==> src/rtl/serial_sub_pkg.sv <==
// Shared types and sizing helpers for the bit-serial subtractor.
package serial_sub_pkg;

  typedef enum logic [1:0] {
    ST_IDLE = 2'd0,
    ST_RUN  = 2'd1,
    ST_DONE = 2'd2
  } state_e;

  // Digit-counter width: enough bits to count N digits, never less than one.
  function automatic int unsigned cnt_width(input int unsigned n);
    return (n > 1) ? $clog2(n) : 1;
  endfunction

endpackage

==> src/rtl/full_subtractor.sv <==
// One-bit full subtractor stage: d = a - b - bin with borrow-out.
module full_subtractor (
  input  logic a,
  input  logic b,
  input  logic bin,
  output logic d,
  output logic bout
);

  assign d    = a ^ b ^ bin;
  assign bout = (~a & b) | (~a & bin) | (b & bin);

endmodule

==> src/rtl/serial_subtractor.sv <==
// Bit-serial ripple-borrow subtractor computing a - b - bin, DIGIT bits per cycle.
// Optional signed-overflow output enabled by defining SERIAL_SUB_OVERFLOW_EN.
module serial_subtractor
  import serial_sub_pkg::*;
#(
  parameter int unsigned WIDTH = 32,
  parameter int unsigned DIGIT = 1
) (
  input  logic             clk,
  input  logic             rst_n,
  input  logic             start,
  input  logic [WIDTH-1:0] a,
  input  logic [WIDTH-1:0] b,
  input  logic             bin,
  output logic             busy,
  output logic             done,
  output logic [WIDTH-1:0] diff,
  output logic             borrow
`ifdef SERIAL_SUB_OVERFLOW_EN
  ,
  output logic             ovf
`endif
);

  localparam int unsigned N  = WIDTH / DIGIT;
  localparam int unsigned CW = cnt_width(N);

  if ((DIGIT < 1) || ((WIDTH % DIGIT) != 0)) begin : g_bad_digit
    $error("serial_subtractor: DIGIT must be >= 1 and divide WIDTH");
  end

  state_e               state_q, state_d;
  logic [CW-1:0]        cnt_q, cnt_d;
  logic [WIDTH-1:0]     a_q, a_d, b_q, b_d;
  logic [WIDTH-1:0]     res_q, res_d;
  logic [WIDTH-1:0]     diff_q, diff_d;
  logic                 brw_q, brw_d;
  logic                 borrow_q, borrow_d;
  logic                 busy_q, busy_d;
  logic                 done_q, done_d;
  logic [DIGIT:0]       chain;
  logic [DIGIT-1:0]     dig;
  logic [WIDTH+DIGIT-1:0] res_cat;
`ifdef SERIAL_SUB_OVERFLOW_EN
  logic                 a_msb_q, a_msb_d, b_msb_q, b_msb_d;
  logic                 ovf_q, ovf_d;
`endif

  // Per-cycle borrow chain across the low DIGIT bits of the operand registers.
  assign chain[0] = brw_q;
  for (genvar gi = 0; gi < DIGIT; gi++) begin : g_fs
    full_subtractor u_fs (
      .a    (a_q[gi]),
      .b    (b_q[gi]),
      .bin  (chain[gi]),
      .d    (dig[gi]),
      .bout (chain[gi+1])
    );
  end

  // New digit enters the result register from the MSB side.
  assign res_cat = {dig, res_q};

  always_comb begin
    state_d  = state_q;
    cnt_d    = cnt_q;
    a_d      = a_q;
    b_d      = b_q;
    brw_d    = brw_q;
    res_d    = res_q;
    diff_d   = diff_q;
    borrow_d = borrow_q;
`ifdef SERIAL_SUB_OVERFLOW_EN
    a_msb_d  = a_msb_q;
    b_msb_d  = b_msb_q;
    ovf_d    = ovf_q;
`endif
    case (state_q)
      ST_IDLE, ST_DONE: begin
        if (start) begin
          state_d = ST_RUN;
          a_d     = a;
          b_d     = b;
          brw_d   = bin;
          cnt_d   = '0;
`ifdef SERIAL_SUB_OVERFLOW_EN
          a_msb_d = a[WIDTH-1];
          b_msb_d = b[WIDTH-1];
`endif
        end else begin
          state_d = ST_IDLE;
        end
      end
      ST_RUN: begin
        res_d = res_cat[WIDTH+DIGIT-1:DIGIT];
        a_d   = a_q >> DIGIT;
        b_d   = b_q >> DIGIT;
        brw_d = chain[DIGIT];
        cnt_d = cnt_q + CW'(1);
        if (cnt_q == CW'(N - 1)) begin
          state_d  = ST_DONE;
          diff_d   = res_d;
          borrow_d = chain[DIGIT];
`ifdef SERIAL_SUB_OVERFLOW_EN
          ovf_d    = (a_msb_q != b_msb_q) && (res_d[WIDTH-1] != a_msb_q);
`endif
        end
      end
      default: state_d = ST_IDLE;
    endcase
    busy_d = (state_d == ST_RUN);
    done_d = (state_d == ST_DONE);
  end

  always_ff @(posedge clk or negedge rst_n) begin
    if (!rst_n) begin
      state_q  <= ST_IDLE;
      cnt_q    <= '0;
      a_q      <= '0;
      b_q      <= '0;
      brw_q    <= 1'b0;
      res_q    <= '0;
      diff_q   <= '0;
      borrow_q <= 1'b0;
      busy_q   <= 1'b0;
      done_q   <= 1'b0;
`ifdef SERIAL_SUB_OVERFLOW_EN
      a_msb_q  <= 1'b0;
      b_msb_q  <= 1'b0;
      ovf_q    <= 1'b0;
`endif
    end else begin
      state_q  <= state_d;
      cnt_q    <= cnt_d;
      a_q      <= a_d;
      b_q      <= b_d;
      brw_q    <= brw_d;
      res_q    <= res_d;
      diff_q   <= diff_d;
      borrow_q <= borrow_d;
      busy_q   <= busy_d;
      done_q   <= done_d;
`ifdef SERIAL_SUB_OVERFLOW_EN
      a_msb_q  <= a_msb_d;
      b_msb_q  <= b_msb_d;
      ovf_q    <= ovf_d;
`endif
    end
  end

  assign busy   = busy_q;
  assign done   = done_q;
  assign diff   = diff_q;
  assign borrow = borrow_q;
`ifdef SERIAL_SUB_OVERFLOW_EN
  assign ovf    = ovf_q;
`endif

endmodule

==> config.mk <==
export PLATFORM = sky130hd
export DESIGN_NAME = serial_subtractor
export DESIGN_NICKNAME = d
export VERILOG_FILES = /design/src/rtl/serial_sub_pkg.sv /design/src/rtl/full_subtractor.sv /design/src/rtl/serial_subtractor.sv
export SDC_FILE = /design/constraint.sdc
export NUM_CORES = 1
export LEC_CHECK = 0
export CAP_MARGIN = 20
export CORE_ASPECT_RATIO = 1.2
export CORE_UTILIZATION = 55
export DETAILED_ROUTE_END_ITERATION = 8
export DONT_BUFFER_PORTS = 1
export GPL_TIMING_DRIVEN = 1
export MAX_ROUTING_LAYER = met4
export PLACE_DENSITY = 0.67
export SYNTH_ARGS = -nofsm -noshare
export SYNTH_HDL_FRONTEND = slang
export SYNTH_HIERARCHICAL = 1
export SYNTH_SLANG_ARGS = --single-unit
==> constraint.sdc <==
create_clock -name clk -period 2.2 [get_ports clk]
set_input_delay 0.11 -clock clk [delete_from_list [all_inputs] [get_ports clk]]
set_output_delay 0.11 -clock clk [all_outputs]
set_load 0.005 [all_outputs]
======== After elaboration in Yosys (flattened, before gate mapping) ========
Cells that the tools add are included.
word-level totals
  output and inout bits ................... 35
  logic and storage cells ................. 41
  input port bits ......................... 68
  bits in registers ....................... 139
cells by class
  eq/ne operators ......................... 6
  bitwise logic cells ..................... 8
  reduce and logical (&&, ||, !) cells .... 5
  mux-type cells .......................... 11
  add/subtract/negate cells ............... 1
operators with widths
  cell                 count
  $pmux 32 s2          2
  $mux 32              2
  $pmux 5 s2           1
  $add 5x1->5 const B  1
  $eq 5x5->1 const B   1
  $mux 5               1
  $eq 2x1->1 const B   2
  $eq 2x2->1 const B   2
  $pmux 2 s2           1
  $reduce_and 2->1     2
  $and 1x1->1          3
  $logic_not 2->1      1
  $mux 1               2
  $mux 2               1
  $ne 2x2->1 const B   1
  $or 1x1->1           2
  $pmux 1 s2           1
  $reduce_bool 2->1    1
  $reduce_or 2->1      1
  $xor 1x1->1          2
  $not 1->1            1

======== Logic depth before layout (Yosys ltp) ========
  word-level depth ........................ 5
  gate-level depth with buffers ........... 6
  gate-level depth less buffers ........... 5

======== By module ========
The synthesis kept the hierarchy.
modules (own cells, without submodules)
  module             area an instance (µm²)  sequential area each (µm²)  cells each  instances
  serial_subtractor  5711.7                  3453.3                      518         1
  full_subtractor    27.5                    0.0                         3           1

======== Worst setup path before layout ========
No wires, ideal clock.
  path type ............................... reg-to-reg
  start ................................... register cnt_q[0]
  end ..................................... register diff_q[10] (netlist: diff[10])
  required time ........................... 2.075 ns
  setup slack ............................. 0.502 ns
  cell stages (with the launch flop) ...... 7
  arrival time ............................ 1.573 ns
  buffers on the path ..................... 1
  period minus slack after synthesis ...... 1.698 ns
  setup time .............................. 0.125 ns
  path through ............................ dfrtp_1 ha_1 and3_1 ha_1 nand2_4 buf_6 mux2_4
on the way
  cells in the longest elaborated chain, start to end .. 2
RTL lines
  element                            line                      source
  start: declaration                 serial_subtractor.sv:33   logic [CW-1:0] cnt_q, cnt_d;
  start signal: assignment           serial_subtractor.sv:134  cnt_q <= cnt_d;
  $eq 5x5->1                         serial_subtractor.sv:100  if (cnt_q == CW'(N - 1)) begin
  $reduce_and 2->1 (no source line)  --
  end signal: assignment             serial_subtractor.sv:139  diff_q <= diff_d;
  end: declaration                   serial_subtractor.sv:36   logic [WIDTH-1:0] diff_q, diff_d;
Every way passes these cells.
A chain may end at the register's enable or synchronous reset.

======== Worst setup path after layout ========
  start ................................... register cnt_q[0]
  end ..................................... register diff_q[2] (netlist: diff[2])
The elaborated chain is that of the path after synthesis.

==> flow_metrics.py <==
metrics = {
    "cells_and_area": {
        "final_layout_size_suffix_gt1_frac": 0.134,
        "postLayoutCellArea_um2": 7090,
        "fin_cells": 714,
        "n_antenna_cell": 0,
        "final_util": 0.705,
        "synthToLayoutAreaGrowth_pct": 23.6,
        "final_nets": 646,
    },
    "place": {
        "port_buffers": 0,
        "dpl_cell_area_um2": 5830,
        "dp.cells": 617,
        "dp_hpwl_um": 6640,
        "gp_congestion": 0.728,
        "pre_cts_ws_ns": 0.275,
    },
    "timing": {
        "holdWs_ns": -0.608,
        "hold_viol": 138,
        "fin_setup_tns_ns": 0,
        "skew_ns": 0.00576,
        "min_period_ns": 1.92,
        "fin_crit_sh": 0.874,
        "setup_violations": 0,
        "relSlewSlack": 0.659,
        "tightest_slew_ns": 0.511,
        "finalMaxSlewViolations": 0,
        "worst_slack_ns": 0.278,
        "grt_setup_unrepaired": "no",
        "fmax_mhz": 520,
    },
    "power": {
        "p_int_mw": 6.56,
        "power.switching_mw": 2.89,
        "power_frac_clock": 0.308,
        "ir_worst_vdd_mv": 0.683,
        "leakage_nw": 3.58,
        "power_frac_comb": 0.240,
        "p_per_area_nw_per_um2": 1330,
        "seq_power_share": 0.453,
        "sw_frac_of_total": 0.305,
    },
    "clock_network": {
        "clk_pin_slew_ns": 0.06,
        "cts_setup_buffers": 0,
        "cts_hold_buf": 65,
        "post_cts_resized": 0,
        "clockRootBuffer": "clkbuf_16",
        "clkSinkCount": 138,
        "cts_buffers": 17,
        "clk_path_buf_depth": 2,
        "cts_tree": "yes",
        "h-tree-depth": 4,
        "insertion_delay_ns": 0.41,
    },
    "floorplan": {
        "rows": 40,
        "initial_utilization": 0.571,
        "dieArea_um2": 10800,
        "core_area_um2": 10100,
        "die_w_um": 95.3,
        "dieHeight_um": 114,
        "ios": 103,
    },
    "logic_synthesis": {
        "ys.flop_type": "dfrtp_1",
        "synthArstFlopShare": 1.00,
        "seq_area_frac_synth": 0.602,
        "synth.distinct_cells": 24,
        "synth_warnings": 6,
        "syn_avg_cell_area_um2": 11.0,
        "synth_cells": 521,
        "synth_fp_nets": 592,
        "syn_area_um2": 5740,
        "ys_ff_latch": 138,
        "synth-edff-count": 0,
    },
    "detailed_routing": {
        "dr.pass1.iters": 5,
        "drcViolationCount": 0,
        "antenna_left": 0,
        "num_vias": 3985,
        "drt_iter0_drc": 278,
        "via_per_inst": 5.58,
        "wl_um": 11500,
        "drt-wirelength-per-cell_um": 16.1,
    },
    "critical_path": {
        "critPathKind": "flip-flop to flip-flop",
        "cp_slowest_stage_delay_ns": 0.40,
        "worst_ep_arrival_time_ns": 2.21,
        "critPathSlowestCell": "dfrtp_1",
        "path_delay_family": "adder cells",
        "cp.required_ns": 2.49,
        "crit_buf_inv": 1,
        "cp-end-kind": "flip-flop",
        "cp_max_fo": 14,
        "path_cells": "ha_1 > and3_1 > ha_1 > nand2_4 > buf_12 > mux2_2",
        "critPathMostFrequentCell": "ha_1",
        "start_kind": "flip-flop",
    },
    "worst_hold_path": {
        "hold_class": "input pin to asynchronous set/reset pin",
    },
    "global_route": {
        "grt_pass1_wl_um": 19600,
        "gr-total-overflow": 0,
        "grt_max_degree": 139,
        "grt_use_total": 0.241,
        "grt_pass1_vias": 4083,
        "antenna_found_initial": 0,
    },
    "run_status": {
        "outcome": "finished, violations left",
        "violations": "negative hold slack",
    },
    "job": {
        "max_cap_violations": 0,
    },
}
==> logic make-up (layout without fill, tap and decap cells) <==
family	after synthesis	count (layout)	synth area share
and+or+nand+nor	230	230	0.169
DFF	138	138	0.602
AOI/OAI and AO/OA	70	70	0.0918
buffers and inverters	44	111	0.0419
muxes	35	35	0.0865
adders and majority gates	3	3	0.00785
xor gates and xnor gates	1	1	0.00153
==> final cells by class <==
cell class	count	area [um2]
Sequential cell	138	3450
Fill cell	693	2970
Multi-Input combinational cell	339	2070
Timing Repair Buffer	75	788
Clock buffer	21	470
Tap cell	126	158
Clock inverter	11	144
Inverter	4	15.0
==> power by group through the flow <==
| stage | sequential (mW) | clock, mW | combinational, mW |
|---|---|---|---|
| 5_1_grt | 4.42 | 3.08 | 2.58 |
| 6_report | 4.28 | 2.91 | 2.27 |
| 3_5_place_dp | 4.31 | 0 | 2.19 |
| 2_1_floorplan | 4.08 | 0 | 1.87 |
| 3_3_place_gp | 4.26 | 0 | 2.07 |
| 4_1_cts | 4.28 | 2.96 | 2.28 |
==> registers in the layout, indices dropped and copies added (netlist names) <==
signal   count
brw_q        1
busy         1
b_q         32
state_q      2
res_q       31
diff        32
cnt_q        5
done         1
a_q         32
borrow       1
==> synthesized netlist by cell type, drive strengths merged, types with 2 or more instances <==
cell | instances | area [um2]
nand2 | 158 | 601
dfrtp | 138 | 3450
a22oi | 63 | 473
nand3 | 63 | 315
mux2 | 33 | 477
buf | 27 | 176
clkbuf | 13 | 48.8
a22o | 5 | 43.8
inv | 4 | 15.0
ha | 2 | 25.0
mux2i | 2 | 20.0
nand2b | 2 | 12.5
nor2 | 2 | 7.51
nor2b | 2 | 12.5
o21ai | 2 | 10.0
==> cell usage in the layout (no fill, tap or decap), types with 5 or more instances in the layout <==
cell type	netlist	layout
nand2_1	157	157
mux2_4	28	28
buf_12	0	5
mux2_2	5	5
dfrtp_1	138	138
a22o_1	5	5
dlygate4sd3_1	0	65
clkbuf_16	0	17
buf_4	4	5
nand3_1	63	63
a22oi_1	63	63
==> worst reg2reg max path: stages, from the launching register on <==
cell     delay (ns)
dfrtp_1        0.40
ha_1           0.23
and3_1         0.19
ha_1           0.23
nand2_4        0.21
buf_12         0.20
mux2_2         0.35
==> per-stage QoR <==
stage	hold slack, ns	total power, mW
5_1_grt	-0.628	10.1
3_5_place_dp	-0.182	6.49
4_1_cts	-0.616	9.52
2_1_floorplan	-0.186	5.95
6_report	-0.608	9.45
3_3_place_gp	-0.183	6.33
==> metal layers <==
layer,GRT usage,routed length [um]
met2,0.372,5770
met5,-,0
met3,0.0593,522
met1,0.307,5110
met4,0.0919,119
==> worst paths after layout <==
kind | from | endpoint | slack, ns | depth (start not counted)
max in group asynchronous | rst_n | diff[31] | 2.68 | 0
min in group clk | start | cnt_q[0] | 0.04 | 2
setup / recovery | cnt_q[0] | diff[2] | 0.28 | 6
setup reg to reg | cnt_q[0] | diff[2] | 0.28 | 6
hold reg to reg | cnt_q[3] | cnt_q[3] | 0.48 | 1
hold / removal | rst_n | b_q[10] | -0.61 | 0
(Power assumes the default switching activity.)
